### config.mk
export PLATFORM = sky130hd
export DESIGN_NAME = mips_wb_arbiter_flat
export DESIGN_NICKNAME = d
export VERILOG_FILES = /design/src/rtl/mips_pkg.sv /design/src/rtl/mips_wb_arbiter_if.sv /design/src/rtl/mips_wb_starve_cnt.sv /design/src/rtl/mips_wb_arbiter.sv /design/src/flat_wrapper.sv
export SDC_FILE = /design/constraint.sdc
export NUM_CORES = 1
export LEC_CHECK = 0
export BUFFER_PORTS_ARGS = -buffer_cell sky130_fd_sc_hd__buf_4
export CAP_MARGIN = 20
export CORE_MARGIN = 5
export CORE_UTILIZATION = 35
export CTS_BUF_LIST = sky130_fd_sc_hd__clkbuf_16
export CTS_CLUSTER_DIAMETER = 150
export DETAILED_ROUTE_END_ITERATION = 10
export GPL_ROUTABILITY_DRIVEN = 0
export PLACE_DENSITY = 0.85
export SETUP_SLACK_MARGIN = 0.1
export SYNTH_ARGS = -nofsm -noshare
export SYNTH_HDL_FRONTEND = slang
export SYNTH_HIERARCHICAL = 1
export SYNTH_SLANG_ARGS = --single-unit
### constraint.sdc
create_clock -name clk -period 1.4 [get_ports clk]
set_input_delay 0.14 -clock clk [delete_from_list [all_inputs] [get_ports clk]]
set_output_delay 0.14 -clock clk [all_outputs]
set_load 0.01 [all_outputs]
### src/rtl/mips_pkg.sv
// Shared MIPS datapath constants and the writeback request record used by
// the register-file write-port arbiter.
package mips_pkg;

  localparam int REG_ADDR_W = 5;
  localparam int DATA_W     = 32;

  localparam logic [REG_ADDR_W-1:0] REG_ZERO = 5'd0;

  typedef struct packed {
    logic [REG_ADDR_W-1:0] addr;
    logic [DATA_W-1:0]     data;
  } wb_req_t;

endpackage

### src/rtl/mips_wb_arbiter_if.sv
// Writeback bus: two valid/ready requesters, the register-file write port
// and the decode-stage forwarding view of the in-flight write.
interface mips_wb_arbiter_if #(
  parameter int ADDR_W = 5,
  parameter int DATA_W = 32
);

  logic              alu_valid;
  logic [ADDR_W-1:0] alu_addr;
  logic [DATA_W-1:0] alu_data;
  logic              alu_ready;

  logic              mem_valid;
  logic [ADDR_W-1:0] mem_addr;
  logic [DATA_W-1:0] mem_data;
  logic              mem_ready;

  logic              RegWrite;
  logic [ADDR_W-1:0] WriteAddress;
  logic [DATA_W-1:0] DataIn;

  logic [ADDR_W-1:0] rd_addr1;
  logic [ADDR_W-1:0] rd_addr2;
  logic              fwd_hit1;
  logic              fwd_hit2;
  logic [DATA_W-1:0] fwd_data;

  logic              alu_starved;

  modport master (
    output alu_valid, alu_addr, alu_data,
    input  alu_ready,
    output mem_valid, mem_addr, mem_data,
    input  mem_ready,
    input  RegWrite, WriteAddress, DataIn,
    output rd_addr1, rd_addr2,
    input  fwd_hit1, fwd_hit2, fwd_data,
    input  alu_starved
  );

  modport slave (
    input  alu_valid, alu_addr, alu_data,
    output alu_ready,
    input  mem_valid, mem_addr, mem_data,
    output mem_ready,
    output RegWrite, WriteAddress, DataIn,
    input  rd_addr1, rd_addr2,
    output fwd_hit1, fwd_hit2, fwd_data,
    output alu_starved
  );

endinterface

### src/rtl/mips_wb_starve_cnt.sv
// Counts consecutive cycles the ALU requester has been refused and flags
// when it must be forced to win arbitration.
module mips_wb_starve_cnt #(
  parameter int MAX_WAIT = 4
) (
  input  logic       clk,
  input  logic       rst,
  input  logic       alu_valid,
  input  logic       alu_ready,
  output logic       force_alu,
  output logic       starved
);

  logic [3:0] wait_cnt;

  // Only an uninterrupted run of refused requests counts; saturate at 15.
  always_ff @(posedge clk) begin
    if (!rst) begin
      wait_cnt <= 4'd0;
    end else if (!alu_valid || alu_ready) begin
      wait_cnt <= 4'd0;
    end else if (wait_cnt != 4'hF) begin
      wait_cnt <= wait_cnt + 4'd1;
    end
  end

  assign force_alu = (wait_cnt >= 4'(MAX_WAIT));
  assign starved   = force_alu && alu_valid;

endmodule

### src/rtl/mips_wb_arbiter.sv
// Arbitrates the single register-file write port between ALU and load
// writeback, registers the winner and exposes it for decode forwarding.
module mips_wb_arbiter #(
  parameter int MAX_WAIT = 4,
  parameter int DATA_W   = mips_pkg::DATA_W,
  parameter int ADDR_W   = mips_pkg::REG_ADDR_W
) (
  input  logic                clk,
  input  logic                rst,
  mips_wb_arbiter_if.slave    bus
);

  import mips_pkg::*;

  wb_req_t alu_req;
  wb_req_t mem_req;
  wb_req_t win_req;

  logic force_alu;
  logic grant_alu;
  logic grant_mem;
  logic xfer;

  mips_wb_starve_cnt #(
    .MAX_WAIT (MAX_WAIT)
  ) u_starve (
    .clk       (clk),
    .rst       (rst),
    .alu_valid (bus.alu_valid),
    .alu_ready (bus.alu_ready),
    .force_alu (force_alu),
    .starved   (bus.alu_starved)
  );

  assign alu_req.addr = bus.alu_addr;
  assign alu_req.data = bus.alu_data;
  assign mem_req.addr = bus.mem_addr;
  assign mem_req.data = bus.mem_data;

  // Loads normally win contention; a starved ALU request takes the port.
  always_comb begin
    grant_alu = 1'b0;
    grant_mem = 1'b0;
    if (rst) begin
      grant_alu = bus.alu_valid && (!bus.mem_valid || force_alu);
      grant_mem = bus.mem_valid && !grant_alu;
    end
  end

  assign bus.alu_ready = grant_alu;
  assign bus.mem_ready = grant_mem;
  assign xfer          = grant_alu || grant_mem;
  assign win_req       = grant_alu ? alu_req : mem_req;

  // Writes to $0 are accepted but never raise the write enable.
  always_ff @(posedge clk) begin
    if (!rst) begin
      bus.RegWrite     <= 1'b0;
      bus.WriteAddress <= '0;
      bus.DataIn       <= '0;
    end else if (xfer) begin
      bus.RegWrite     <= (win_req.addr != REG_ZERO);
      bus.WriteAddress <= win_req.addr;
      bus.DataIn       <= win_req.data;
    end else begin
      bus.RegWrite     <= 1'b0;
    end
  end

  assign bus.fwd_hit1 = bus.RegWrite && (bus.WriteAddress == bus.rd_addr1) &&
                        (bus.rd_addr1 != REG_ZERO);
  assign bus.fwd_hit2 = bus.RegWrite && (bus.WriteAddress == bus.rd_addr2) &&
                        (bus.rd_addr2 != REG_ZERO);
  assign bus.fwd_data = bus.DataIn;

endmodule

### src/flat_wrapper.sv
// flat-port wrapper written by rule: the top's interface ports become plain ports
module mips_wb_arbiter_flat import mips_pkg::*;
#(
  parameter int MAX_WAIT = 4,
  parameter int DATA_W   = mips_pkg::DATA_W,
  parameter int ADDR_W   = mips_pkg::REG_ADDR_W
)
  (clk, rst, bus_alu_valid, bus_alu_addr, bus_alu_data, bus_alu_ready, bus_mem_valid, bus_mem_addr, bus_mem_data, bus_mem_ready, bus_RegWrite, bus_WriteAddress, bus_DataIn, bus_rd_addr1, bus_rd_addr2, bus_fwd_hit1, bus_fwd_hit2, bus_fwd_data, bus_alu_starved);
  mips_wb_arbiter_if #(.ADDR_W(ADDR_W), .DATA_W(DATA_W)) bus_i ();
  input  logic clk;
  input  logic rst;
  input wire logic [$bits(bus_i.alu_valid)-1:0] bus_alu_valid;
  input wire logic [$bits(bus_i.alu_addr)-1:0] bus_alu_addr;
  input wire logic [$bits(bus_i.alu_data)-1:0] bus_alu_data;
  output wire logic [$bits(bus_i.alu_ready)-1:0] bus_alu_ready;
  input wire logic [$bits(bus_i.mem_valid)-1:0] bus_mem_valid;
  input wire logic [$bits(bus_i.mem_addr)-1:0] bus_mem_addr;
  input wire logic [$bits(bus_i.mem_data)-1:0] bus_mem_data;
  output wire logic [$bits(bus_i.mem_ready)-1:0] bus_mem_ready;
  output wire logic [$bits(bus_i.RegWrite)-1:0] bus_RegWrite;
  output wire logic [$bits(bus_i.WriteAddress)-1:0] bus_WriteAddress;
  output wire logic [$bits(bus_i.DataIn)-1:0] bus_DataIn;
  input wire logic [$bits(bus_i.rd_addr1)-1:0] bus_rd_addr1;
  input wire logic [$bits(bus_i.rd_addr2)-1:0] bus_rd_addr2;
  output wire logic [$bits(bus_i.fwd_hit1)-1:0] bus_fwd_hit1;
  output wire logic [$bits(bus_i.fwd_hit2)-1:0] bus_fwd_hit2;
  output wire logic [$bits(bus_i.fwd_data)-1:0] bus_fwd_data;
  output wire logic [$bits(bus_i.alu_starved)-1:0] bus_alu_starved;
  assign bus_i.alu_valid = bus_alu_valid;
  assign bus_i.alu_addr = bus_alu_addr;
  assign bus_i.alu_data = bus_alu_data;
  assign bus_alu_ready = bus_i.alu_ready;
  assign bus_i.mem_valid = bus_mem_valid;
  assign bus_i.mem_addr = bus_mem_addr;
  assign bus_i.mem_data = bus_mem_data;
  assign bus_mem_ready = bus_i.mem_ready;
  assign bus_RegWrite = bus_i.RegWrite;
  assign bus_WriteAddress = bus_i.WriteAddress;
  assign bus_DataIn = bus_i.DataIn;
  assign bus_i.rd_addr1 = bus_rd_addr1;
  assign bus_i.rd_addr2 = bus_rd_addr2;
  assign bus_fwd_hit1 = bus_i.fwd_hit1;
  assign bus_fwd_hit2 = bus_i.fwd_hit2;
  assign bus_fwd_data = bus_i.fwd_data;
  assign bus_alu_starved = bus_i.alu_starved;
  mips_wb_arbiter #(.MAX_WAIT(MAX_WAIT), .DATA_W(DATA_W), .ADDR_W(ADDR_W)) u_core (.clk(clk), .rst(rst), .bus(bus_i));
endmodule
Word-level counts from Yosys, hierarchy flattened

Index checks and enable logic that the tools add are counted.

Add/sub/neg operators: 1
Order comparisons: 1
Equal/unequal tests: 3
Multiplexer cells: 3
Bitwise gates (word level): 1
Reductions and logical operators: 18

Operator list:

| operator                                                          | number |
|---|---|
| 2-to-1 mux 37 bit                                                 | 1 |
| nonzero test 5 bit                                                | 3 |
| == test 5 bit                                                     | 2 |
| logical AND 1 bit                                                 | 7 |
| adder 4 x 1 -> 4 bit, second input constant                       | 1 |
| greater-or-equal comparator 4 x 3 -> 1 bit, second input constant | 1 |
| != test 4 bit, second input constant                              | 1 |
| logical NOT 1 bit                                                 | 3 |
| logical OR 1 bit                                                  | 3 |
| 2-to-1 mux 1 bit                                                  | 2 |
| AND reduction 2 bit                                               | 1 |
| OR reduction 2 bit                                                | 1 |
| inverter 1 bit                                                    | 1 |

Bits in registers: 42
Output and inout bits: 75

Depth between registers and ports, before layout

Gate-level depths: netlist (run 1).

Depth after elaboration: 8
Mapped depth: 6
Gate-level depth less buffers: 5

Hierarchy

The synthesis (run 1) kept the hierarchy.

By module, submodules not included:

| module             | instances | cells an instance | area each (sq um) | seq. area each (sq um) |
|---|---|---|---|---|
| mips_wb_arbiter    | 1         | 239               | 2008.2            | 760.7 |
| mips_wb_starve_cnt | 1         | 21                | 188.9             | 80.1 |

Least setup slack after synthesis (run 1)

OpenSTA, ideal clock, no wires.

Path type: register to register
From: register u_core.u_starve.wait_cnt[2]
To: register u_core.u_starve.wait_cnt[2]
Arrival: 1.331 ns
Setup slack: -0.051 ns
Cell stages (with the launch flop): 7
Buffers on the path: 1
Cells stage by stage: dfxtp_1 -> or2_1 -> and2b_1 -> buf_6 -> nor3_2 -> nand3b_1 -> nor3_1

Word-level cells in the longest chain between the ends: 6
Elaborated cells on any way between the ends: 8
Those cells by class: add/sub (1); order compare (1); eq/ne (1); mux (1); reduce/logical (4)

RTL lines:

| item                                       | RTL line                 | RTL |
|---|---|---|
| from (decl)                                | mips_wb_starve_cnt.sv:14 | `logic [3:0] wait_cnt;` |
| from (signal assigned)                     | mips_wb_starve_cnt.sv:23 | `wait_cnt <= wait_cnt + 4'd1;` |
| greater-or-equal comparator 4 x 3 -> 1 bit | mips_wb_starve_cnt.sv:27 | `assign force_alu = (wait_cnt >= 4'(MAX_WAIT));` |
| named net u_core.force_alu                 | mips_wb_arbiter.sv:19    | `logic force_alu;` |
| logical OR 1 bit                           | mips_wb_arbiter.sv:45    | `grant_alu = bus.alu_valid && (!bus.mem_valid \|\| force_alu);` |
| logical AND 1 bit                          | mips_wb_arbiter.sv:45    |  |
| 2-to-1 mux 1 bit                           | mips_wb_arbiter.sv:44    | `if (rst) begin` |
| named net bus_alu_ready                    | flat_wrapper.sv:15       | `output wire logic [$bits(bus_i.alu_ready)-1:0] bus_alu_ready;` |
| logical OR 1 bit                           | mips_wb_starve_cnt.sv:20 | `end else if (!alu_valid \|\| alu_ready) begin` |
| OR reduction 2 bit (no source line)        | n/a                      |  |

The timed path passes the listed nets, and every way through them passes these cells.
A chain may end at the register's enable or synchronous reset.

Final worst setup path (run 1)

From: register u_core.u_starve.wait_cnt[2]
To: output bus_alu_ready

Word-level cells in the longest chain between the ends: 4

RTL lines:

| item                                       | RTL line |
|---|---|
| greater-or-equal comparator 4 x 3 -> 1 bit | mips_wb_starve_cnt.sv:27 |
| named net u_core.force_alu                 | mips_wb_arbiter.sv:19 |
| logical OR 1 bit                           | mips_wb_arbiter.sv:45 |
| logical AND 1 bit                          | mips_wb_arbiter.sv:45 |
| 2-to-1 mux 1 bit                           | mips_wb_arbiter.sv:44 |
| to (decl)                                  | flat_wrapper.sv:15 |

The timed path passes the listed nets, and every way through them passes these cells.

==> results of run 1 <==
[timing repair]
| item | CTS | global route |
|---|---|---|
| pin swaps | 6 | 8 |
| gates resized for setup | 58 | 10 |
| setup endpoints to repair | 46 | 47 |
| setup buffers | 4 | 6 |
| gates cloned | 0 | 1 |
[placed cells by master, fill, tap and decap left out, types with 4 or more instances in the layout]
cell type and instances:
buf_4 179, nor2_1 38, dfxtp_1 36, o32ai_2 29, o21ai_1 27, o21ai_0 16, clkbuf_16 6, nand3_1 6
a31oi_1 6, nand2_1 5, xnor2_1 5, buf_12 5, xnor2_2 4
[area by class of cell]
class | count | share of cell area, %
Timing Repair Buffer | 188 | 38.4
Multi-Input combinational cell | 164 | 33.7
Sequential cell | 42 | 21.8
Clock buffer | 5 | 3.19
Tap cell | 75 | 2.40
Clock inverter | 3 | 0.287
Inverter | 2 | 0.192
[power by group through the flow]
| stage | combinational, W | sequential [W] | clock [W] |
|---|---|---|---|
| after floorplan | 0.000397 | 0.00140 | 0 |
| after global placement | 0.000825 | 0.00137 | 0 |
| after detailed placement | 0.000847 | 0.00137 | 0 |
| after CTS | 0.000962 | 0.00136 | 0.00111 |
| after global routing | 0.00107 | 0.00138 | 0.00115 |
| final | 0.00100 | 0.00136 | 0.00109 |
[cell families after synthesis]
group                      after synthesis
xor gates and xnor gates                 9
DFF                                     42
muxes                                    1
AOI/OAI and AO/OA                       87
and+or+nand+nor                         66
buffers and inverters                   54
adders and majority gates                1
[worst reg2reg max path: cells and delay by family (launching register included)]
| kind | cells | cell delay, ns |
|---|---|---|
| AO/OA/AOI/OAI | 1 | 0.19 |
| buffers and inverters | 3 | 0.44 |
| flip-flops | 1 | 0.33 |
| AND/OR/NAND/NOR | 3 | 0.42 |
[routing by layer]
metal  up-vias  track usage (%)
li1       1206                -
met1      1227             22.6
met2       122             37.1
met3         4             6.18
met4         0             5.01
met5         -                0
[registers in the layout, summed over array words and instances (netlist names)]
signal	cells
u_core/u_starve/wait_cnt	4
u_core/bus.RegWrite	1
u_core/bus.DataIn	32
u_core/bus.WriteAddress	5
[worst min path at each step]
stage	from	cells past startpoint	endpoint	slack, ns
3_5_place_dp	bus_mem_data[22]	3	u_core/bus.DataIn[22]$_SDFFE_PN0P_	0.40
4_1_cts	bus_mem_data[22]	3	u_core/bus.DataIn[22]$_SDFFE_PN0P_	0.11
5_1_grt	bus_mem_data[18]	3	u_core/bus.DataIn[18]$_SDFFE_PN0P_	0.11
2_1_floorplan	bus_alu_addr[0]	2	u_core/bus.WriteAddress[0]$_SDFFE_PN0P_	0.30
6_report	bus_mem_data[22]	3	u_core/bus.DataIn[22]$_SDFFE_PN0P_	0.11
3_3_place_gp	bus_mem_data[23]	3	u_core/bus.DataIn[23]$_SDFFE_PN0P_	0.39
[per-stage QoR]
stage               cells  hold slack [ns]  setup slack [ns]  TNS, ns  util [%]
floorplan             260            0.303            0.0469        0         -
global placement      460            0.388          -0.00747  -0.0148      55.3
detailed placement    460            0.399           -0.0547   -0.946      55.3
global route          479            0.106            -0.157    -4.35      65.0
finish                479            0.111            -0.105    -1.59      65.0
CTS                   472            0.108            -0.112   -0.650      63.1
==> reports/qor.csv, run 1 <==
stage,metric,value,unit
timing,rsz0062_at_grt,yes,
routing,via_per_inst,5.34,
finish,fill_cells,487,
floorplanning,ios,163,
clock_tree,cts_buffer_depth,2,
timing,finalCritPeriodShare,107,%
global_routing,grtUsageTotal,20.2,%
routing,wl_per_cell,17.4,um
critical_path,cp_common_cell,buf_6,
critical_path,cp-end-kind,output pin,
logic_synthesis,yosys_warnings,6,
critical_path,start_kind,flop,
timing,max_clock_freq,665,MHz
routing,drt_first_pass_iters,6,
logic_synthesis,synth_top_area_cell,dfxtp_1,
critical_path,slowest_stage,dfxtp_2,
routing,drt_iter0_markers,150,
global_routing,overflow,0,
routing,routed_wirelength,8.31,mm
logic_synthesis,synth_compound_gate_area_share,26.5,%
floorplanning,dieArea,7960,sq um
logic_synthesis,synth_top_family_by_area,compound AO/OA/AOI/OAI gates,
timing,finalHoldViolCount,0,
critical_path,crit_type,reg -> out,
critical_path,cp_data_required_time,1.26,ns
clock_tree,clk_pin_slew_worst_paths,0.06,ns
routing,met3_length,841,um
job,maxCapViolCount,0,
min_path,hp-class,in -> reg,
logic_synthesis,synthAdderAreaFrac,0.569,%
timing,setup_viol,37,
logic_synthesis,ys_seq_elements,42,
clock_tree,cts_made_buffers,5,
logic_synthesis,synth-seq-area-share,38.3,%
clock_tree,ctsHoldBuffers,0,
finish,syn_to_final_growth,78.3,%
routing,route.detailed.drc,0,
logic_synthesis,synthArstFlopShare,0,%
routing,wl_met1,2.94,mm
logic_synthesis,synthMuxAreaShare,0.456,%
timing,final_max_slew_viol_count,0,
logic_synthesis,netlist_top_cells_area,"dfxtp_1 (38%), o32ai_1 (13%), buf_4 (11%)",
global_routing,grt_start_max_net_pins,23,
global_routing,grt_pass1_wl,12.6,mm
routing,ant_nets,0,
global_routing,grt_pass1_vias,2589,
clock_tree,tritoncts,yes,
critical_path,cp_num_cells,5,
timing,relSlewSlack,74.6,%
pwr,p_seq_share,39.4,%
placed_design,hpwl,5.95,mm
finish,nets,492,
floorplanning,die_w,89.2,um
timing,setup_slack,-0.105,ns
logic_synthesis,synth_xor_area_share,3.59,%
pwr,p_total,0.00345,W
finish,drive_gt1_share,61.4,%
pwr,peakVddDrop,0.462,mV
logic_synthesis,synth.most_common_cell,dfxtp_1,
routing,wl_met2,4.49,mm
critical_path,worstPathMaxFanout,4,
critical_path,cp_num_buf_inv,2,
pwr,p_sw,0.000968,W
finish,diodes,0,
logic_synthesis,synth_edf_count,0,
logic_synthesis,syn_avg_cell_area,8.45,sq um
pwr,cellInternalPower,0.00248,W
critical_path,r2r-start,u_core/u_starve/wait_cnt[3]$_SDFFE_PP0P_,
logic_synthesis,synth_top_cell_area_share,38.3,%
timing,fin_crit,1.50,ns
finish,multi_input_area,1320,sq um
critical_path,worst_r2r_endpoint,u_core/bus.DataIn[3]$_SDFFE_PN0P_,
critical_path,crit_chain,or2_4 -> and2b_2 -> nor3_4 -> buf_6 -> buf_6,
timing,skew,0.00499,ns
logic_synthesis,synth_commonest_cells,"dfxtp_1 (42), nor2_1 (38), buf_4 (33)",
pwr,switching_share,28.0,%
finish,stdcell_area,3920,sq um
pwr,p_leak,1.73,nW
critical_path,r2r_cells,7,
global_routing,antenna_found_initial,0,
logic_synthesis,synthSimpleGateAreaFrac,14.0,%
logic_synthesis,synthesis.nets,349,
clock_tree,htree_levels,2,
critical_path,worstSetupEndpoint,bus_alu_ready,
floorplanning,start_util,36.5,%
logic_synthesis,synth_ff_type,dfxtp_1,
finish,final-seq-area,856,sq um
clock_tree,clk_latency,0.28,ns
run_status,violations,setup timing,
placed_design,portBuffers,162,
pwr,powerDensity,881,nW/um^2
critical_path,cp_slowest_stage_delay,0.32,ns
run_status,status,"complete, but fails checks",
placed_design,placed_cell_area,3330,sq um
routing,vias,2559,
critical_path,reg2reg_slack,-0.09,ns
clock_tree,cts_root_buffer,clkbuf_16,
logic_synthesis,syn_area,2200,sq um
critical_path,path_delay_family,simple AND/OR/NAND/NOR gates,
pwr,combPwrFrac,29.0,%
floorplanning,rows,28,
clock_tree,cts.sinks,42,
routing,topRoutingLayerUsed,met4,
floorplanning,die_y,89.2,um
timing,tightest_slew,0.381,ns
critical_path,cp-startpoint,u_core/u_starve/wait_cnt[2]$_SDFFE_PP0P_,
floorplanning,core_area,6030,sq um
logic_synthesis,synth_cells,260,
logic_synthesis,synth_cell_types,34,
pwr,clkPwrFrac,31.6,%
critical_path,cp.arrival,1.36,ns
(Power assumes the default switching activity.)
==> inputs of run 2 (changes only) <==
--- a/config.mk
+++ b/config.mk
@@ -5,6 +5,7 @@
 export SDC_FILE = /design/constraint.sdc
 export NUM_CORES = 1
 export LEC_CHECK = 0
+export ABC_AREA = 1
 export BUFFER_PORTS_ARGS = -buffer_cell sky130_fd_sc_hd__buf_4
 export CAP_MARGIN = 20
 export CORE_MARGIN = 5
==> run 2 against run 1 <==
  * The run still ends with setup timing left
  * Area after synthesis grew 1.7%
  * Worst setup slack worse by 0.0097 ns
  * Flip-flop and latch count stayed put
  * Hold slack better by 0.024 ns
  * Utilization is 0.39 points lower
  * Fmax decreased by 0.64%
  * Non-clock buffer count increased by 1
  * Final cell count is 7.5% higher
  * Synthesized cell count up 11%
  * Combinational power rose by 10%
  * Sequential power barely moved
==> reports/qor.csv, run 2 <==
stage,metric,value,unit
run_status,status,"complete, but fails checks",
run_status,violations,setup timing,
finish,stdcell_area,4060,sq um
critical_path,cp.arrival,1.37,ns
logic_synthesis,synth_cells,288,
placed_design,portBuffers,162,
logic_synthesis,yosys_warnings,6,
logic_synthesis,syn_avg_cell_area,7.75,sq um
critical_path,cp-startpoint,u_core/u_starve/wait_cnt[3]$_SDFFE_PP0P_,
min_path,hp-start,bus_mem_data[28],
critical_path,crit_type,reg -> out,
timing,max_clock_freq,660,MHz
routing,drt_first_pass_iters,6,
placed_design,placed_cell_area,3510,sq um
logic_synthesis,synth_top_area_cell,dfxtp_1,
logic_synthesis,synth_edf_count,0,
clock_tree,clk_pin_slew_worst_paths,0.06,ns
global_routing,overflow,0,
clock_tree,tritoncts,yes,
floorplanning,ios,163,
finish,diodes,0,
routing,routed_wirelength,8.15,mm
finish,final_common_cell,buf_4,
logic_synthesis,synth_cell_types,26,
routing,ant_nets,0,
clock_tree,cts_root_buffer,clkbuf_16,
timing,setup_viol,45,
clock_tree,ctsHoldBuffers,0,
finish,most-common-layout-cells,"buf_4 (173), nor2_1 (66), dfxtp_1 (36)",
critical_path,r2r_cells,11,
global_routing,antenna_found_initial,0,
floorplanning,core_area,6280,sq um
timing,final_max_slew_viol_count,0,
timing,finalCritPeriodShare,108,%
logic_synthesis,synth_commonest_cells,"nor2_1 (78), dfxtp_1 (42), buf_4 (36)",
global_routing,grtUsageTotal,18.8,%
logic_synthesis,synth-seq-area-share,37.6,%
floorplanning,rows,29,
clock_tree,cts_made_buffers,5,
timing,setup_slack,-0.114,ns
finish,fin_util,64.6,%
critical_path,r2r-start,u_core/u_starve/wait_cnt[3]$_SDFFE_PP0P_,
routing,via_per_inst,4.99,
min_path,hp-class,in -> reg,
critical_path,reg2reg_slack,-0.10,ns
clock_tree,clk_latency,0.28,ns
routing,drt_iter0_markers,53,
global_routing,grt_pass1_vias,2661,
finish,nets,526,
logic_synthesis,synth_ff_type,dfxtp_1,
finish,syn_to_final_growth,81.6,%
finish,reg_top3,"u_core/bus.DataIn x32, u_core/bus.WriteAddress x5, u_core/u_starve/wait_cnt x4",
routing,wl_per_cell,15.8,um
timing,whs,0.135,ns
logic_synthesis,synth_top_cell_area_share,37.6,%
finish,regMostFlops,u_core/bus.DataIn,
logic_synthesis,netlist_top_cells_area,"dfxtp_1 (38%), nor2_1 (13%), o221ai_1 (13%)",
floorplanning,start_util,35.6,%
pwr,peakVddDrop,0.536,mV
logic_synthesis,synth.most_common_cell,nor2_1,
global_routing,grt_start_max_net_pins,33,
timing,finalHoldViolCount,0,
floorplanning,die_y,89.9,um
pwr,p_total,0.00376,W
finish,drive_gt1_share,62.6,%
timing,fin_crit,1.51,ns
floorplanning,dieArea,8080,sq um
pwr,powerDensity,926,nW/um^2
pwr,p_leak,1.94,nW
global_routing,grt_pass1_wl,12.9,mm
finish,largest_reg_flops,32,
timing,rsz0062_at_grt,yes,
placed_design,hpwl,5.82,mm
timing,skew,0.00590,ns
logic_synthesis,synthArstFlopShare,0,%
critical_path,worstPathMaxFanout,5,
min_path,min_path_cells,3,
job,maxCapViolCount,0,
critical_path,cp_data_required_time,1.26,ns
timing,tightest_slew,0.257,ns
critical_path,start_kind,flop,
routing,vias,2571,
floorplanning,die_w,89.9,um
logic_synthesis,syn_area,2230,sq um
timing,relSlewSlack,82.7,%
clock_tree,htree_levels,2,
logic_synthesis,synthesis.nets,377,
critical_path,cp-end-kind,output pin,
logic_synthesis,ys_seq_elements,42,
routing,route.detailed.drc,0,
clock_tree,cts.sinks,42,
clock_tree,cts_buffer_depth,2,
## run 2: cell count changes in the layout (fill, tap and decap cells not counted), sizes merged, moves of 7 or more
cell	before	now
nor2	38	79
o221ai	0	33
o21ai	43	11
o32ai	32	0
inv	2	25
nand2	5	27
xnor2	9	2
## run 2: stage by stage
stage | std cells | setup WS (ns) | TNS [ns]
4_1_cts | 510 | -0.0882 | -1.78
6_report | 515 | -0.114 | -2.61
2_1_floorplan | 288 | 0.0939 | 0
5_1_grt | 515 | -0.184 | -5.40
3_3_place_gp | 489 | 0.0375 | 0
3_5_place_dp | 489 | 0.0164 | 0
## run 2: power by group
group	leakage [nW]	switching, W	total, W	internal (W)
Combinational	1.50	0.000500	0.00110	0.000600
Clock	0.0864	0.000449	0.00128	0.000828
Sequential	0.350	0.0000902	0.00138	0.00129
Total	1.94	0.00104	0.00376	0.00272
## run 2: area by class of cell
class | instances | area (sq um)
clock buffers | 5 | 125
well taps | 77 | 96.3
inverters | 24 | 100
fillers | 510 | 2220
multi-input cells | 175 | 1290
repair buffers | 189 | 1550
flip-flops and latches | 42 | 856
clock inverters | 3 | 37.5
## run 2: what timing repair did
| action | 4_1_cts | 5_1_grt |
|---|---|---|
| gates resized for setup | 29 | 38 |
| gates cloned | 2 | 0 |
| setup endpoints to repair | 38 | 46 |
| pin swaps | 16 | 13 |
| buffers inserted | 11 | 5 |
## run 2: final timing paths
check,endpoint
setup / recovery,bus_alu_ready
hold / removal,u_core/bus.DataIn[28]$_SDFFE_PN0P_
setup reg to reg,u_core/bus.RegWrite$_SDFF_PN0_
hold reg to reg,u_core/bus.DataIn[29]$_SDFFE_PN0P_
## run 2: logic make-up after synthesis
logic type      share of synthesized area [%]
compound gates                           18.1
xor+xnor                                 1.57
fa+ha+maj                               0.560
buf+inv                                  19.7
flops                                    37.6
simple gates                             22.4
## run 2: per-layer routing
layer / GRT usage [%] / share of wire, %
met1: 20.6 / 38
met2: 34.3 / 53
met3: 6.18 / 7.3
met4: 4.96 / 1.7
met5: 0 / 0
## run 2: worst max-delay path, stage by stage (launching register included)
cell and delay, ns:
dfxtp_2 0.32, or2_4 0.25, inv_4 0.06, nand2_4 0.06, buf_6 0.12, nand3_4 0.12
inv_4 0.06, buf_6 0.12
==> inputs of run 3 (changes only) <==
--- a/config.mk
+++ b/config.mk
@@ -15,6 +15,7 @@
 export DETAILED_ROUTE_END_ITERATION = 10
 export GPL_ROUTABILITY_DRIVEN = 0
 export PLACE_DENSITY = 0.85
+export RECOVER_POWER = 25
 export SETUP_SLACK_MARGIN = 0.1
 export SYNTH_ARGS = -nofsm -noshare
 export SYNTH_HDL_FRONTEND = slang
==> run 3 against run 2 <==
  * The run still ends with setup timing left
  * Non-clock buffer count is the same
  * Combinational power about the same
  * Sequential power about the same
  * Hold slack barely moved
  * Worst setup slack hardly changed
  * Global-route usage is the same
  * Fmax about the same
  * Clock skew hardly changed
  * First-iteration DRC count grew 9.4%
  * Final area down 1.3%
  * Clock power is essentially flat
  * Final cell count is the same
  * Largest cell class unchanged
  * Largest power group unchanged
  * Highest routed layer unchanged
==> reports/qor.csv, run 3 (same netlist as run 2, synthesis figures left out) <==
stage,metric,value,unit
timing,relSlewSlack,82.9,%
job,maxCapViolCount,0,
floorplanning,core_area,6280,sq um
finish,diodes,0,
finish,drive_gt1_share,59.1,%
critical_path,cp_data_required_time,1.26,ns
floorplanning,start_util,35.6,%
finish,stdcell_area,4000,sq um
run_status,status,"complete, but fails checks",
pwr,p_leak,1.88,nW
finish,fin_util,63.8,%
floorplanning,rows,29,
min_path,hp-start,bus_mem_data[28],
global_routing,grt_start_max_net_pins,33,
placed_design,hpwl,5.82,mm
routing,vias,2569,
critical_path,worstPathMaxFanout,5,
clock_tree,htree_levels,2,
critical_path,reg2reg_slack,-0.11,ns
critical_path,cp_slowest_stage_delay,0.32,ns
timing,fin_crit,1.51,ns
critical_path,worst_r2r_endpoint,u_core/bus.RegWrite$_SDFF_PN0_,
clock_tree,cts_made_buffers,5,
routing,routed_wirelength,8.19,mm
timing,setup_slack,-0.114,ns
finish,most-common-layout-cells,"buf_4 (159), nor2_1 (66), dfxtp_1 (37)",
pwr,peakVddDrop,0.537,mV
timing,rsz0062_at_grt,yes,
timing,skew,0.00575,ns
timing,setup_viol,45,
critical_path,crit_chain,or2_4 -> inv_4 -> nand2_4 -> buf_6 -> nand3_4 -> inv_4 -> buf_6,
critical_path,crit_type,reg -> out,
finish,regMostFlops,u_core/bus.DataIn,
finish,final_common_cell,buf_4,
placed_design,placed_cell_area,3510,sq um
clock_tree,cts_root_buffer,clkbuf_16,
run_status,violations,setup timing,
timing,finalHoldViolCount,0,
critical_path,worstSetupEndpoint,bus_alu_ready,
finish,nets,526,
routing,route.detailed.drc,0,
timing,finalCritPeriodShare,108,%
critical_path,r2r-start,u_core/u_starve/wait_cnt[3]$_SDFFE_PP0P_,
critical_path,cp-startpoint,u_core/u_starve/wait_cnt[3]$_SDFFE_PP0P_,
global_routing,grt_pass1_wl,12.9,mm
finish,multi_input_area,1290,sq um
critical_path,cp_num_buf_inv,4,
critical_path,cp.arrival,1.37,ns
critical_path,start_kind,flop,
timing,tightest_slew,0.254,ns
clock_tree,ctsHoldBuffers,0,
critical_path,cp-end-kind,output pin,
critical_path,r2r_cells,11,
floorplanning,dieArea,8080,sq um
routing,drt_first_pass_iters,6,
clock_tree,cts.sinks,42,
routing,wl_per_cell,15.9,um
global_routing,grt_pass1_vias,2661,
global_routing,antenna_found_initial,0,
clock_tree,clk_pin_slew_worst_paths,0.06,ns
finish,fill_cells,523,
timing,final_max_slew_viol_count,0,
critical_path,slowest_stage,dfxtp_2,
clock_tree,clk_latency,0.28,ns
finish,largest_reg_flops,32,
min_path,hp-class,in -> reg,
timing,max_clock_freq,661,MHz
clock_tree,cts_buffer_depth,2,
floorplanning,die_y,89.9,um
finish,reg_top3,"u_core/bus.DataIn x32, u_core/bus.WriteAddress x5, u_core/u_starve/wait_cnt x4",
floorplanning,die_w,89.9,um
global_routing,grtUsageTotal,18.8,%
placed_design,portBuffers,162,
floorplanning,ios,163,
routing,ant_nets,0,
critical_path,path_delay_family,simple AND/OR/NAND/NOR gates,
clock_tree,tritoncts,yes,
placed_design,dpl_worst_slack,0.0164,ns
global_routing,overflow,0,
finish,syn_to_final_growth,79.2,%
critical_path,cp_num_cells,7,
finish,final-seq-area,855,sq um
routing,via_per_inst,4.99,
routing,drt_iter0_markers,58,
pwr,powerDensity,933,nW/um^2
[run 3: area by class of cell]
type	count	share of cell area, %
sequential	42	21.4
tap	77	2.41
clock inverter	3	0.938
inverter	24	2.50
clock buffer	5	3.13
timing repair buffer	189	37.3
multi-input combinational	175	32.4
[run 3: how the worst min path moves through the flow]
stage                                               to  cells past startpoint
floorplan           u_core/bus.DataIn[19]$_SDFFE_PN0P_                      2
global placement    u_core/bus.DataIn[23]$_SDFFE_PN0P_                      3
detailed placement  u_core/bus.DataIn[28]$_SDFFE_PN0P_                      3
CTS                 u_core/bus.DataIn[28]$_SDFFE_PN0P_                      3
global route         u_core/bus.DataIn[1]$_SDFFE_PN0P_                      3
finish              u_core/bus.DataIn[28]$_SDFFE_PN0P_                      3
[run 3: worst min-delay path: cells and delay by family]
kind	cells	cell delay, ns
buf+inv	1	0.08
compound gates	1	0.08
simple gates	1	0.07
[run 3: report_power, final]
group | internal [W] | total, W | leakage [nW] | switching (W)
logic | 0.000575 | 0.00108 | 1.45 | 0.000501
registers | 0.00129 | 0.00138 | 0.350 | 0.0000894
clock network | 0.000828 | 0.00128 | 0.0864 | 0.000450
total | 0.00269 | 0.00373 | 1.88 | 0.00104
[run 3: metal layers]
| layer | up-vias | track usage (%) | share of wire, % |
|---|---|---|---|
| met1 | 1210 | 20.6 | 38 |
| met2 | 104 | 34.3 | 53 |
| met3 | 13 | 6.18 | 6.9 |
| li1 | 1242 | - | - |
| met5 | - | 0 | 0 |
| met4 | 0 | 4.96 | 1.7 |
[run 3: what timing repair did]
| item | in CTS | in global routing |
|---|---|---|
| buffers inserted | 11 | 5 |
| endpoints found under the setup margin | 38 | 46 |
| hold endpoints to repair | 0 | 0 |
| gates cloned | 2 | 0 |
| gates resized for setup | 29 | 38 |
| pin swaps | 16 | 13 |
[run 3: metrics by stage]
stage | TNS, ns | hold WS, ns | instances | total power, W
floorplan | 0 | 0.318 | 288 | 0.00191
global placement | 0 | 0.415 | 489 | 0.00233
detailed placement | 0 | 0.425 | 489 | 0.00236
CTS | -1.78 | 0.134 | 510 | 0.00371
global route | -5.40 | 0.139 | 515 | 0.00390
finish | -2.62 | 0.135 | 515 | 0.00373
